**src/rtl/seg_7_hex_scan.sv**
```systemverilog
// seg_7_hex_scan -- multiplexed N-digit hex 7-segment display driver.
//
// Latches a hex value and per-digit decimal points on `load`, then scans the
// digits one at a time, holding each active for SCAN_DIV clocks. Supports
// leading-zero blanking, global blanking and per-bank output polarity.
//
// Ports:
//   clk, rst        clock, synchronous active-high reset
//   load            capture value_in / dp_in this cycle
//   value_in        DIGITS hex nibbles, digit 0 in bits [3:0]
//   dp_in           decimal point per digit
//   lzb_en          leading-zero blanking enable
//   blank           force segments, dp and com inactive
//   a..g, dp        segment and decimal-point pins
//   com             one-hot digit enable pins
//   scan_tick       one-cycle pulse as the active digit index advances
module seg_7_hex_scan #(
  parameter int DIGITS         = 4,
  parameter int SCAN_DIV       = 1000,
  parameter bit SEG_ACTIVE_LOW = 1'b0,
  parameter bit COM_ACTIVE_LOW = 1'b0
) (
  input  logic                  clk,
  input  logic                  rst,
  input  logic                  load,
  input  logic [4*DIGITS-1:0]   value_in,
  input  logic [DIGITS-1:0]     dp_in,
  input  logic                  lzb_en,
  input  logic                  blank,
  output logic                  a,
  output logic                  b,
  output logic                  c,
  output logic                  d,
  output logic                  e,
  output logic                  f,
  output logic                  g,
  output logic                  dp,
  output logic [DIGITS-1:0]     com,
  output logic                  scan_tick
);

  localparam int IW = (DIGITS > 1) ? $clog2(DIGITS) : 1;
  localparam int PW = (SCAN_DIV > 1) ? $clog2(SCAN_DIV) : 1;

  logic [4*DIGITS-1:0] value_q;
  logic [DIGITS-1:0]   dpreg_q;
  logic [PW-1:0]       presc_q, presc_d;
  logic [IW-1:0]       idx_q, idx_d;
  logic [6:0]          seg_q;
  logic                dp_q;
  logic [DIGITS-1:0]   com_q, com_d;
  logic                tick_q;

  logic                wrap;
  logic [3:0]          nib;
  logic [6:0]          seg_d;
  logic [DIGITS-1:0]   zero_up;   // nibble i and every nibble above it are 0
  logic                lz_blank;

  // Scan timing: prescaler wrap advances the digit index.
  always_comb begin
    wrap    = (presc_q == PW'(SCAN_DIV - 1));
    presc_d = wrap ? '0 : presc_q + 1'b1;
    idx_d   = idx_q;
    if (wrap) idx_d = (idx_q == IW'(DIGITS - 1)) ? '0 : idx_q + 1'b1;
    com_d   = DIGITS'(1) << idx_q;
  end

  // Leading-zero detection runs top-down so each digit sees all digits above it.
  always_comb begin
    logic z;
    z       = 1'b1;
    zero_up = '0;
    for (int i = DIGITS - 1; i >= 0; i--) begin
      z          = z & (value_q[4*i +: 4] == 4'h0);
      zero_up[i] = z;
    end
    lz_blank = lzb_en && (idx_q != '0) && zero_up[idx_q];
  end

  // Hex decode, bit order {a,b,c,d,e,f,g}.
  always_comb begin
    nib = value_q[{idx_q, 2'b00} +: 4];
    unique case (nib)
      4'h0: seg_d = 7'b1111110;
      4'h1: seg_d = 7'b0110000;
      4'h2: seg_d = 7'b1101101;
      4'h3: seg_d = 7'b1111001;
      4'h4: seg_d = 7'b0110011;
      4'h5: seg_d = 7'b1011011;
      4'h6: seg_d = 7'b1011111;
      4'h7: seg_d = 7'b1110000;
      4'h8: seg_d = 7'b1111111;
      4'h9: seg_d = 7'b1111011;
      4'hA: seg_d = 7'b1110111;
      4'hB: seg_d = 7'b0011111;
      4'hC: seg_d = 7'b1001110;
      4'hD: seg_d = 7'b0111101;
      4'hE: seg_d = 7'b1001111;
      default: seg_d = 7'b1000111;
    endcase
  end

  // Outputs decode the current index/value registers, so a load or an index
  // change shows up on the pins one cycle later.
  always_ff @(posedge clk) begin
    if (rst) begin
      value_q <= '0;
      dpreg_q <= '0;
      presc_q <= '0;
      idx_q   <= '0;
      seg_q   <= '0;
      dp_q    <= 1'b0;
      com_q   <= '0;
      tick_q  <= 1'b0;
    end else begin
      if (load) begin
        value_q <= value_in;
        dpreg_q <= dp_in;
      end
      presc_q <= presc_d;
      idx_q   <= idx_d;
      tick_q  <= wrap;
      if (blank) begin
        seg_q <= '0;
        dp_q  <= 1'b0;
        com_q <= '0;
      end else begin
        seg_q <= lz_blank ? 7'b0 : seg_d;
        dp_q  <= dpreg_q[idx_q];
        com_q <= com_d;
      end
    end
  end

  // Polarity is applied only at the pins.
  assign {a, b, c, d, e, f, g} = seg_q ^ {7{SEG_ACTIVE_LOW}};
  assign dp        = dp_q ^ SEG_ACTIVE_LOW;
  assign com       = com_q ^ {DIGITS{COM_ACTIVE_LOW}};
  assign scan_tick = tick_q;

endmodule

```
**config.mk**
```make
export PLATFORM = sky130hd
export DESIGN_NAME = seg_7_hex_scan
export DESIGN_NICKNAME = d
export VERILOG_FILES = /design/src/rtl/seg_7_hex_scan.sv
export SDC_FILE = /design/constraint.sdc
export NUM_CORES = 1
export LEC_CHECK = 0
export CAP_MARGIN = 20
export CORE_AREA = 10 10 76 78
export DETAILED_ROUTE_END_ITERATION = 8
export DIE_AREA = 0 0 86 88
export DONT_BUFFER_PORTS = 1
export PLACE_DENSITY = 0.74
export SYNTH_ARGS = -nofsm -noshare
export SYNTH_HDL_FRONTEND = slang
export SYNTH_SLANG_ARGS = --single-unit
```
**constraint.sdc**
```tcl
create_clock -name clk -period 3.4 [get_ports clk]
set_clock_uncertainty 0.2 [all_clocks]
set_input_delay 0.68 -clock clk [delete_from_list [all_inputs] [get_ports clk]]
set_output_delay 0.68 -clock clk [all_outputs]
set_load 0.005 [all_outputs]
```
==> flow_metrics.tcl, run 1 <==
set metrics [dict create \
    async_flop_share_pct 0 \
    via_per_inst 5.57 \
    num_antenna_cells 0 \
    timing.setup.tns_ps 0 \
    stdcell_area_mm2 0.00222 \
    worstPathCellList "inv_1 -> ha_1 -> nand3b_1 -> o41ai_2 -> a221oi_1" \
    clockBufferDepth 2 \
    min-delay-path-class "in2reg" \
    numCtsBuffers 5 \
    synthFlopType "dfxtp_1" \
    finalSetupViolCount 0 \
    dpl.cell_count 253 \
    slew_violations 0 \
    synth.most_common_cell "dfxtp_1" \
    required_ps 3340 \
    power_density_mw_per_mm2 480 \
    crit_arrival_ps 2470 \
    critPathMaxFanout 15 \
    synth_top_cell_by_area "dfxtp_1" \
    final_layout_size_suffix_gt1_share_pct 7.66 \
    die_y_um 88 \
    yosysWarningCount 0 \
    grt_pass1_wl_mm 6.92 \
    fin_crit_sh_pct 74.4 \
    overflow 0 \
    die-area_mm2 0.00757 \
    ys_top_cells_by_area "dfxtp_1, mux2i_1, nor2_1" \
    drt_wl_total_mm 4.21 \
    synth_seq_area_share_pct 43.2 \
    hold_ws_ps 245 \
    ir_drop_mv 0.271 \
    max_slew_margin_pct 47.7 \
    placed_cell_area_mm2 0.00211 \
    status "finished, final reports clean" \
    finalPower_mw 1.07 \
    drtIter0Drc 72 \
    drtPass1Iterations 4 \
    grt_start_max_net_pins 28 \
    min_period_ps 2530 \
    cts_tree "yes" \
    root_buffer "clkbuf_8" \
    clk_latency_ps 300 \
    crit_type "reg2reg" \
    post-dp-hpwl_mm 3.23 \
    grt_pass1_vias 1396 \
    post_cts_buffers 0 \
    instances_no_fill 261 \
    crit_slowest_cell "o41ai_2" \
    post-route-util_pct 51.7 \
    die_w_um 86 \
    postRouteAntennaNets 0 \
    portBuffers 0 \
    area_growth_syn_to_layout_pct 6.67 \
    fin_nets 243 \
    rows 24 \
    setup_slack_ps 870 \
    grt_use_total_pct 11.5 \
    synthTopCellsByCount "dfxtp_1, nor2_1, mux2i_1" \
    yosysUniqueCellTypes 38 \
    initial_utilization_pct 48.5 \
    globalplace.congestion 0.818 \
    postSynthAreaPerCell_um2 9.97 \
    pre_cts_ws_ps 854 \
    ios 38 \
    antenna_found_initial 0 \
    worstSetupStartpointType "register" \
    power.leakage_nw 0.873 \
    coreArea_mm2 0.00429 \
    netlist_area_mm2 0.00208 \
    synth_top_area_share_pct 43.2 \
    synthCells 209 \
    worst_slew_pin_slew_ps 776 \
    clkSlewWorstSetupHoldPaths_ps 80 \
    ys_ff_latch 45 \
    rsz0062_at_grt "no" \
    max_freq_mhz 395 \
    cts.repair.resized 0 \
    max_stage_delay_ps 770 \
    cts.sinks 45 \
    drv_cap 0 \
    wl_per_cell_um 16.1 \
    worst_setup_path_end_kind "register" \
    synthesis.nets 244 \
    vias 1453 \
    hold_viol 0 \
    synth-edff-count 0 \
    hold_buffers 0 \
    drc_errors 0 \
    htreeDepth 2 \
]
## final timing paths
check | startpoint | depth (start not counted) | to | slack, ps
min reg2reg | presc_q[0] | 1 | presc_q[0] | 260
max | idx_q[1] | 5 | seg_q[4] | 870
min | rst | 1 | presc_q[4] | 240
max reg2reg | idx_q[1] | 5 | seg_q[4] | 870
## cells in the final DEF, fill, tap and decap left out, types with 3 or more instances in the layout
| cell type | instances |
|---|---|
| nand2_1 | 8 |
| xnor2_1 | 7 |
| nand2b_1 | 3 |
| nor4_1 | 5 |
| ha_1 | 10 |
| and2_1 | 3 |
| dfxtp_1 | 45 |
| nor2_1 | 41 |
| a211oi_1 | 3 |
| mux4_2 | 3 |
| nor3_1 | 7 |
| inv_1 | 6 |
| a21oi_1 | 4 |
| mux2i_1 | 26 |
| xor2_1 | 3 |
| clkbuf_8 | 6 |
## flip-flops by register name (all words and copies together), names as in the netlist
signal     count
com            4
dp             1
scan_tick      1
seg_q          7
value_q       16
presc_q       10
dpreg_q        4
idx_q          2
## metal layers
layer	share of wire (%)	routed length (um)	GRT usage, %	vias to the layer above
li1	-	-	-	727
met1	45	1890	14.0	685
met2	47	1960	17.5	37
met3	7.4	312	5.39	4
met4	1.0	44	4.04	0
met5	0	0	0	-
## critical path: cells and delay by family (launching register included)
family	cells	cell delay (ps)
DFF	1	650
adders and majority gates	1	240
buffers and inverters	1	250
and+or+nand+nor	1	160
AOI/OAI and AO/OA	2	870
## kinds of logic (layout without fill, tap and decap cells)
group                    Yosys count  after routing  share of synthesized area (%)
AO/OA/AOI/OAI                     18             18                           6.61
buffers and inverters             15             15                           3.48
adder cells (fa/ha/maj)           10             10                           6.01
multiplexers                      33             33                           19.2
XOR/XNOR                          10             10                           4.20
AND/OR/NAND/NOR                   78             78                           17.3
flip-flops                        45             45                           43.2
## report_power, final
part	switching (mW)	internal, mW
Sequential	0.0184	0.550
Combinational	0.0418	0.0420
Clock	0.174	0.240
## cell type report
class	instances	area [um2]
fill	397	2070
multi-input combinational	149	1110
sequential	45	901
clock buffer	7	86.3
tap	52	65.1
clock inverter	1	30.0
inverter	6	22.5
timing repair buffer	1	7.51
(Power assumes the default switching activity.)
==> run 2, diff against run 1 <==
==> constraint.sdc (replaced) <==
create_clock -name clk -period 2.6 [get_ports clk]
set_clock_uncertainty 0.2 [all_clocks]
set_input_delay 0.52 -clock clk [delete_from_list [all_inputs] [get_ports clk]]
set_output_delay 0.52 -clock clk [all_outputs]
set_load 0.005 [all_outputs]
==> flow_metrics.tcl, run 2 (synthesis results as in run 1) <==
set metrics [dict create \
    rsz0062_at_grt "no" \
    rows 24 \
    numCtsBuffers 5 \
    drc_errors 0 \
    fin_crit_sh_pct 84.8 \
    critPathMaxFanout 5 \
    cts.sinks 45 \
    power.leakage_nw 0.863 \
    ir_drop_mv 0.332 \
    portBuffers 0 \
    fin_nets 245 \
    die_w_um 86 \
    drt_wl_total_mm 4.06 \
    rr_endpoint "seg_q[5]" \
    cts_tree "yes" \
    globalplace.congestion 0.775 \
    placed_cell_area_mm2 0.00212 \
    vias 1428 \
    hold_depth 1 \
    timing.setup.tns_ps 0 \
    finalSetupViolCount 0 \
    die_y_um 88 \
    max_slew_margin_pct 76.7 \
    final_layout_size_suffix_gt1_share_pct 8.06 \
    root_buffer "clkbuf_8" \
    r2r_start "idx_q[0]" \
    worst_slew_pin_slew_ps 343 \
    power_density_mw_per_mm2 575 \
    via_per_inst 5.43 \
    worstSetupStartpointType "register" \
    crit_type "reg2reg" \
    slew_violations 0 \
    grt_pass1_vias 1408 \
    crit_arrival_ps 2210 \
    worstRegToRegCells 6 \
    mostFrequentLayoutCells "dfxtp_1, nor2_1, mux2i_1, ha_1, nand2_1" \
    drtPass1Iterations 4 \
    grt_start_max_net_pins 28 \
    htreeDepth 2 \
    min-delay-path-class "in2reg" \
    worstHoldStart "rst" \
    hold_buffers 0 \
    postRouteAntennaNets 0 \
    post_cts_buffers 0 \
    overflow 0 \
    ios 38 \
    setup_slack_ps 396 \
    clockBufferDepth 2 \
    reg_top3 "value_q x16, presc_q x10, seg_q x7" \
    max_flop_register "value_q" \
    clk_latency_ps 300 \
    required_ps 2600 \
    hold_viol 0 \
    cts.repair.resized 0 \
    initial_utilization_pct 48.5 \
    max_freq_mhz 454 \
    worst_setup_path_end_kind "register" \
    grt_use_total_pct 11.2 \
    drv_cap 0 \
    min_period_ps 2200 \
    layout_commonest_cell "dfxtp_1" \
    post-dp-hpwl_mm 3.13 \
    drtIter0Drc 66 \
    wl_per_cell_um 15.4 \
    grt_pass1_wl_mm 6.82 \
    min_to "presc_q[4]" \
    coreArea_mm2 0.00429 \
    clkSlewWorstSetupHoldPaths_ps 90 \
    r2r_setup_slack_ps 400 \
    area_growth_syn_to_layout_pct 5.83 \
    status "finished, final reports clean" \
    pre_cts_ws_ps 427 \
    num_antenna_cells 0 \
    largest_reg_flops 16 \
    antenna_found_initial 0 \
    stdcell_area_mm2 0.00220 \
    die-area_mm2 0.00757 \
]
==> run 2: cell types whose count changed in the layout (fill, tap and decap cells not counted), sizes merged <==
cell / change
clkinvlp: +1
bufinv: -1
buf: +2
==> run 2: critical path: stages, from the launching register on <==
cell and delay [ps]:
dfxtp_1 400, mux4_1 640, inv_1 170, ha_1 260
mux2i_1 140, nor2_1 60, a311oi_2 230
==> run 2: how the worst max path moves through the flow <==
stage	from	to	cells after the start
after floorplan	idx_q[0]	seg_q[5]	7
after global placement	idx_q[0]	seg_q[5]	6
after detailed placement	idx_q[0]	seg_q[5]	6
after CTS	idx_q[0]	seg_q[5]	6
after global routing	idx_q[0]	seg_q[5]	6
final	idx_q[0]	seg_q[5]	6
==> run 2: final cells by class <==
type / instances / area, um2
clock buffers: 7 / 76.3
flip-flops and latches: 45 / 901
repair buffers: 3 / 22.5
clock inverters: 1 / 7.51
fillers: 406 / 2090
multi-input cells: 149 / 1110
well taps: 52 / 65.1
inverters: 6 / 22.5
==> run 2: report_power, final <==
part	leakage, nW	switching [mW]	total, mW	internal (mW)
combinational	0.455	0.0527	0.108	0.0556
sequential	0.369	0.0243	0.744	0.720
clock	0.0385	0.225	0.415	0.190
==> run 2: per-stage QoR <==
stage                     total power, mW  utilization (%)  std cells  hold WS (ps)
after floorplan                     0.856                -        209           218
after global placement              0.865             49.4        255           234
after detailed placement            0.868             49.4        255           237
after CTS                            1.28             51.3        263          71.9
after global routing                 1.32             51.3        263          71.1
final                                1.27             51.3        263          84.5
==> run 2: routing by layer <==
| metal | GRT usage, % | wire, um |
|---|---|---|
| met1 | 13.3 | 1880 |
| met2 | 17.6 | 1830 |
| met3 | 4.83 | 286 |
| met4 | 3.89 | 59 |
| met5 | 0 | 0 |
==> run 3, diff against run 2 <==
==> constraint.sdc (replaced) <==
create_clock -name clk -period 2.1 [get_ports clk]
set_clock_uncertainty 0.2 [all_clocks]
set_input_delay 0.42 -clock clk [delete_from_list [all_inputs] [get_ports clk]]
set_output_delay 0.42 -clock clk [all_outputs]
set_load 0.005 [all_outputs]
==> flow_metrics.tcl, run 3 (synthesis results as in run 1) <==
set metrics [dict create \
    status "finished, final reports clean" \
    hold_ws_ps 26.9 \
    initial_utilization_pct 48.5 \
    clkSlewWorstSetupHoldPaths_ps 80 \
    die_w_um 86 \
    rsz0062_at_grt "no" \
    grt_pass1_wl_mm 7.67 \
    pre_cts_ws_ps -2.80 \
    numCtsBuffers 5 \
    critPathMaxFanout 4 \
    required_ps 2070 \
    hold_depth 1 \
    portBuffers 0 \
    die-area_mm2 0.00757 \
    multi_input_area_mm2 0.00115 \
    rr_endpoint "seg_q[6]" \
    drt_wl_total_mm 4.65 \
    worstSetupStartpointType "register" \
    cts.sinks 45 \
    grt_pass1_vias 1528 \
    crit_arrival_ps 2060 \
    max_slew_margin_pct 43.6 \
    fin_crit_sh_pct 99.4 \
    min_period_ps 2090 \
    seq_area_um2 906 \
    mostFrequentLayoutCells "dfxtp_1, nor2_1, mux2i_1, ha_1, nand2_1" \
    vias 1521 \
    fin_nets 253 \
    root_buffer "clkbuf_8" \
    coreArea_mm2 0.00429 \
    die_y_um 88 \
    slew_violations 0 \
    drv_cap 0 \
    setup_slack_ps 12.7 \
    clk_latency_ps 300 \
    dpl.cell_count 258 \
    post-dp-hpwl_mm 3.26 \
    worst_setup_path_end_kind "register" \
    power.leakage_nw 0.910 \
    reg_top3 "value_q x16, presc_q x10, seg_q x7" \
    finalSetupViolCount 0 \
    rows 24 \
    overflow 0 \
    wl_per_cell_um 17.2 \
    finalPower_mw 1.62 \
    globalplace.congestion 0.863 \
    antenna_found_initial 0 \
    cts_tree "yes" \
    r2r_start "idx_q[0]" \
    largest_reg_flops 16 \
    crit_type "reg2reg" \
    grt_start_max_net_pins 24 \
    layout_commonest_cell "dfxtp_1" \
    fillers 389 \
    via_per_inst 5.63 \
    grt_use_total_pct 12.7 \
    r2r_setup_slack_ps 10 \
    power_density_mw_per_mm2 698 \
    crit_path_end "seg_q[6]" \
    ios 38 \
    worstRegToRegCells 6 \
    max_flop_register "value_q" \
    drtPass1Iterations 5 \
    htreeDepth 2 \
    instances_no_fill 270 \
    num_antenna_cells 0 \
    area_growth_syn_to_layout_pct 11.4 \
    final_layout_size_suffix_gt1_share_pct 12.8 \
    startpoint "idx_q[0]" \
    drtIter0Drc 123 \
    postRouteAntennaNets 0 \
    hold_viol 0 \
    min-delay-path-class "in2reg" \
    drc_errors 0 \
    ir_drop_mv 0.457 \
    max_freq_mhz 479 \
    clockBufferDepth 2 \
    worst_slew_pin_slew_ps 844 \
]
[run 3: cell count changes in the layout (fill, tap and decap cells not counted), moves of 2 or more]
cell,previous run,this run
clkbuf_1,2,0
buf_4,3,6
dlygate4sd3_1,0,2
dfxtp_1,45,43
[run 3: power breakdown]
group | internal [mW] | switching, mW
registers | 0.890 | 0.0342
logic | 0.0800 | 0.0806
clock network | 0.260 | 0.275
[run 3: worst min-delay path by stage]
stage,from,to
after CTS,rst,scan_tick
after global routing,rst,scan_tick
after global placement,presc_q[0],presc_q[0]
final,rst,scan_tick
after detailed placement,presc_q[0],presc_q[0]
after floorplan,presc_q[0],presc_q[0]
[run 3: stage by stage]
step / TNS (ps) / utilization [%] / area (um2)
CTS: 0 / 53.6 / 2300
floorplan: -6.03 / - / 2100
global route: 0 / 54.1 / 2320
global placement: 0 / 50.2 / 2150
detailed placement: -5.44 / 50.2 / 2150
finish: 0 / 54.1 / 2320
[run 3: worst max-delay path: stages, from the launching register on]
cell,delay (ps)
dfxtp_4,380
mux4_2,550
inv_1,120
ha_1,260
nor3b_1,90
o21ai_0,230
a31oi_1,120
[run 3: area by class of cell]
class / instances / area share, %
clock buffers: 6 / 3.56
clock inverters: 1 / 0.323
inverters: 6 / 0.970
multi-input cells: 150 / 49.4
flip-flops and latches: 45 / 39.0
well taps: 52 / 2.80
repair buffers: 10 / 3.94
[run 3: per-layer routing]
| metal | track usage [%] | part of all wire, % | wire [um] |
|---|---|---|---|
| met1 | 15.5 | 43 | 2020 |
| met2 | 19.1 | 47 | 2180 |
| met3 | 5.48 | 8.0 | 371 |
| met4 | 5.54 | 1.8 | 83 |
| met5 | 0 | 0 | 0 |
[run 3: repair_timing]
item	in CTS	in global routing
resized for setup	4	4
endpoints found under the setup margin	2	7
hold buffers	2	0
pin swaps	0	1
hold endpoints to repair	23	0
setup buffers	1	1
cloned	1	0
